$ cat config.mk
export PLATFORM = sky130hd
export DESIGN_NAME = unidade_busca
export DESIGN_NICKNAME = d
export VERILOG_FILES = /design/src/rtl/unidade_busca.sv
export SDC_FILE = /design/constraint.sdc
export NUM_CORES = 1
export LEC_CHECK = 0
export ABC_AREA = 1
export CAP_MARGIN = 20
export CORE_ASPECT_RATIO = 0.75
export CORE_UTILIZATION = 50
export DETAILED_ROUTE_END_ITERATION = 8
export PLACE_DENSITY_LB_ADDON = 0.12
export SKIP_LAST_GASP = 1
export SLEW_MARGIN = 20
export SYNTH_ARGS = -nofsm -noshare
export SYNTH_HDL_FRONTEND = slang
export SYNTH_SLANG_ARGS = --single-unit
$ cat constraint.sdc
create_clock -name Clock -period 2.5 [get_ports Clock]
set_clock_uncertainty 0.05 [all_clocks]
set_input_delay 0.5 -clock Clock [delete_from_list [all_inputs] [get_ports Clock]]
set_output_delay 0.5 -clock Clock [all_outputs]
set_load 0.005 [all_outputs]
$ cat src/rtl/unidade_busca.sv
// Program counter and fetch control ahead of the instruction memory: sequential advance,
// relative branch, absolute jump, call/return through a small stack, and halt/stall.
module unidade_busca #(
  parameter int unsigned LARGURA     = 8,
  parameter int unsigned PROF_PILHA  = 4,
  parameter int unsigned END_INICIAL = 0
) (
  input  logic               Clock,
  input  logic               Reset,
  input  logic               Stall,
  input  logic               Halt,
  input  logic               Retomar,
  input  logic               Desvio,
  input  logic               Salto,
  input  logic               Chamada,
  input  logic               Retorno,
  input  logic [LARGURA-1:0] Deslocamento,
  input  logic [LARGURA-1:0] Alvo,
  output logic [LARGURA-1:0] Endereco,
  output logic [LARGURA-1:0] PcMais1,
  output logic               Valido,
  output logic               Parado,
  output logic               ErroPilha
);

  localparam int unsigned LarguraCont = $clog2(PROF_PILHA + 1);
  localparam int unsigned LarguraIdx  = (PROF_PILHA > 1) ? $clog2(PROF_PILHA) : 1;

  typedef enum logic [0:0] {StExec, StParado} estado_e;

  estado_e                estado_q, estado_d;
  logic [LARGURA-1:0]     pc_q, pc_d;
  logic [LarguraCont-1:0] cont_q, cont_d;
  logic                   erro_q, erro_d;
  logic [LARGURA-1:0]     pilha_q [PROF_PILHA];

  logic                  empilha;
  logic [LarguraIdx-1:0] idx_push;
  logic [LarguraIdx-1:0] idx_topo;
  logic                  pilha_cheia;
  logic                  pilha_vazia;

  // Count never exceeds PROF_PILHA, so its low bits address the next free entry.
  assign idx_push    = cont_q[LarguraIdx-1:0];
  assign idx_topo    = LarguraIdx'(cont_q - LarguraCont'(1));
  assign pilha_cheia = (cont_q == LarguraCont'(PROF_PILHA));
  assign pilha_vazia = (cont_q == '0);

  assign PcMais1   = pc_q + LARGURA'(1);
  assign Endereco  = pc_q;
  assign Parado    = (estado_q == StParado);
  assign ErroPilha = erro_q;
  assign Valido    = (estado_q == StExec) && !Stall;

  always_comb begin
    estado_d = estado_q;
    pc_d     = pc_q;
    cont_d   = cont_q;
    erro_d   = erro_q;
    empilha  = 1'b0;
    unique case (estado_q)
      StExec: begin
        if (Halt) begin
          estado_d = StParado;
        end else if (!Stall) begin
          if (Retorno) begin
            if (pilha_vazia) begin
              erro_d = 1'b1;
              pc_d   = PcMais1;
            end else begin
              pc_d   = pilha_q[idx_topo];
              cont_d = cont_q - LarguraCont'(1);
            end
          end else if (Chamada) begin
            // Overflowing call still jumps; only the return address is lost.
            pc_d = Alvo;
            if (pilha_cheia) begin
              erro_d = 1'b1;
            end else begin
              empilha = 1'b1;
              cont_d  = cont_q + LarguraCont'(1);
            end
          end else if (Salto) begin
            pc_d = Alvo;
          end else if (Desvio) begin
            pc_d = pc_q + Deslocamento;
          end else begin
            pc_d = PcMais1;
          end
        end
      end
      StParado: begin
        if (Retomar) begin
          estado_d = StExec;
          pc_d     = PcMais1;
        end
      end
      default: estado_d = StExec;
    endcase
  end

  always_ff @(posedge Clock) begin
    if (!Reset) begin
      estado_q <= StExec;
      pc_q     <= LARGURA'(END_INICIAL);
      cont_q   <= '0;
      erro_q   <= 1'b0;
    end else begin
      estado_q <= estado_d;
      pc_q     <= pc_d;
      cont_q   <= cont_d;
      erro_q   <= erro_d;
    end
  end

  // Stack contents need no reset; the count alone defines which entries are live.
  always_ff @(posedge Clock) begin
    if (empilha) begin
      pilha_q[idx_push] <= PcMais1;
    end
  end

endmodule

==> qor.txt <==
outcome = complete, no violations
CP Max Fanout = 5
DRT iter0 DRCs = 194
first-pass GRT wire length = 11,250 um
gp weighted congestion = 0.8581
Total GRT Usage = 26.81%
Root Buffer Master = clkbuf_8
diodes inserted = 0
antenna-violating nets left = 0
post-synthesis simple-gate area fraction = 23.33%
Post-Syn Instances = 333
Core ar. = 5010 um^2
Synth area leader = edfxtp_1
Layout area overhead = 30.90%
Yosys reg bits = 45
mux cell area share after synthesis = 0%
WP data required = 1.95 ns
hold crit path type = flop to flop
max-slew violations = 0
post-layout util = 69.93%
GR Overflow Total = 0
initial antenna violation count = 0
Avg Cell Area, Syn = 8.037 um^2
max incr delay on CP = 0.50 ns
DIE WIDTH = 86.48 um
RSZ-0062 raised after global routing = yes
Synth Area in Compound Gates = 14.03%
Final Hold Fails = 0
CTS Sinks = 45
Boundary Pins = 44
WL/cell = 14.88 um
delay-heaviest family, CP = buffers and inverters
layout cells sized above 1 = 14.14%
Final min period = 2.453 ns
Synthesized Nets = 372
chip height = 65.36 um
Lkg Pwr = 1.515 nW
Routed WL = 7070 um
setup TNS = 0 ns
largest family of logic cells by synthesized area = simple AND/OR/NAND/NOR gates
IO Port Bufs = 43
Final #Nets = 441
vias per cell = 5.328
initial core utilization = 53.42%
clk buf depth = 2
period utilisation layout = 98.11%
Worst-Margin Slew = 0.7900 ns
Vias = 2,531
DR DRC count = 0
H-tree depth = 2
latest clock arrival within the worst-skew pair = 0.30 ns
Post-synth ARST share = 0%
Tot Pwr = 1.858 mW
Post-Synthesis Cell Area = 2676 um^2
area share of fa/ha/maj cells after synthesis = 6.826%
r2r setup slk = 0.38 ns
HPWL Detailed = 5315 um
Post-Synth XOR/XNOR Area = 2.291%
Finish-stage setup viols = 0
Distinct cells, synth = 32
maximum VDD drop = 0.0003432 V
Post-synth EDFFs = 32
Clock Pin Slew Worst Setup and Hold Paths = 0.09 ns
DIE AREA = 5652 um^2
CP Capture Type = output port
max cap viols = 0
top cell type's share of synthesized area = 35.90%
vias in the first global route = 2,232
Area contributors post-synth = edfxtp_1, nand2_1, dfxtp_1, ha_1, inv_1
CTS hold repair buffers = 0
startpoint types = flop
Fin Hold WS = 0.4343 ns
cell area power density = 530.5 nW/um^2
DR pass1 iterations = 5
crit path cell chain = ha_2 > nand3_2 > nor2_1 > nand2_1 > nand2_2 > clkdlybuf4s50_1
Critical-path top delay cell = clkdlybuf4s50_1
Ys Warns = 0
FP Rows = 22
max frequency = 407.7 MHz
headroom to the max-slew limit = 47.14%
largest net degree at the start of global routing = 21
Num CTS Buffers = 5
CP Class = flop to output port
register area share after synthesis = 45.63%
CP bufs+invs = 1
TritonCTS clock tree = yes
WP data arrival = 1.90 ns
top_reg_cell synth = edfxtp_1
per-layer routing:
metal,wire (um),part of all wire [%],vias to the layer above,GRT usage (%)
met5,0,0,-,0
met4,31,0.44,0,4.167
met3,623,8.8,5,4.523
met2,3001,42,120,40.58
met1,3413,48,1158,40.94
li1,-,-,1248,-
logic make-up (layout without fill, tap and decap cells):
group / count (synthesis) / after routing
AOI/OAI and AO/OA: 67 / 67
xor gates and xnor gates: 7 / 7
adders and majority gates: 14 / 14
buffers and inverters: 52 / 122
DFF: 45 / 45
and+or+nand+nor: 148 / 148
report_power, final:
part | internal, mW | switching (mW) | leakage (nW)
sequential | 0.826 | 0.0156 | 0.395
combinational | 0.219 | 0.259 | 1.07
clock | 0.294 | 0.244 | 0.0518
cells in the final DEF (no fill, tap or decap), drive strengths merged:
cell type / instances
clkdlybuf4s50: 42
xor2: 4
nand3: 22
o22ai: 4
clkinvlp: 1
nand2: 87
nor3b: 1
a311oi: 2
xnor2: 3
a21oi: 23
a211oi: 3
nor2: 30
ha: 13
bufinv: 1
dfxtp: 13
clkbuf: 5
dlymetal6s2s: 1
fa: 1
inv: 43
or2: 2
a31oi: 1
nor3: 2
o31ai: 1
o211ai: 2
edfxtp: 32
nand3b: 1
buf: 27
nand4: 3
o21ai: 31
clkinv: 2
stage by stage:
step | worst slack (ns) | instance area [um^2] | instances
final | 0.04715 | 3503 | 475
after global routing | -0.03358 | 3503 | 475
after CTS | -0.004689 | 3445 | 469
after detailed placement | -0.04507 | 3301 | 460
after global placement | 0.002960 | 3301 | 460
after floorplan | 0.4865 | 2676 | 333
worst paths after layout:
kind	endpoint	startpoint	cells after the start
worst max-delay path	PcMais1[6]	Endereco[0]	6
worst min-delay path	ErroPilha	ErroPilha	2
worst max register to register	Endereco[6]	Endereco[0]	16
worst min register to register	ErroPilha	ErroPilha	2
final cells by class:
| type | instances | area, um^2 |
|---|---|---|
| flip-flops and latches | 45 | 1224 |
| well taps | 72 | 90.09 |
| multi-input cells | 236 | 1279 |
| clock inverters | 3 | 41.29 |
| repair buffers | 70 | 635.6 |
| inverters | 44 | 165.2 |
| fillers | 410 | 1506 |
| clock buffers | 5 | 68.82 |
repair_timing:
action                                 in CTS  in global routing
pin swaps                                   1                  4
endpoints found under the hold margin       0                  0
setup endpoints to repair                   5                  5
buffers inserted                            1                  6
resized for setup                           8                  7
tightest hold or removal path: stages, from the launching register on:
cell and delay [ns]:
dfxtp_1 0.34, a21oi_1 0.04, nor2_1 0.07
synth_stat cells, types with 2 or more instances:
| library cell | number |
|---|---|
| nand2_1 | 87 |
| inv_1 | 40 |
| edfxtp_1 | 32 |
| nor2_1 | 29 |
| o21ai_0 | 27 |
| nand3_1 | 22 |
| a21oi_1 | 21 |
| dfxtp_1 | 13 |
| ha_1 | 13 |
| buf_2 | 7 |
| o22ai_1 | 4 |
| xor2_1 | 4 |
| a211oi_1 | 3 |
| inv_2 | 3 |
| nand4_1 | 3 |
| o21ai_1 | 3 |
| xnor2_1 | 3 |
| a21oi_2 | 2 |
| a311oi_1 | 2 |
| o211ai_1 | 2 |
| or2_2 | 2 |
state kept, by name (all words and copies together), names as in the netlist:
register,cells
Endereco,8
cont_q,3
Parado,1
ErroPilha,1
pilha_q,32
Power figures use the tool's default switching activity.
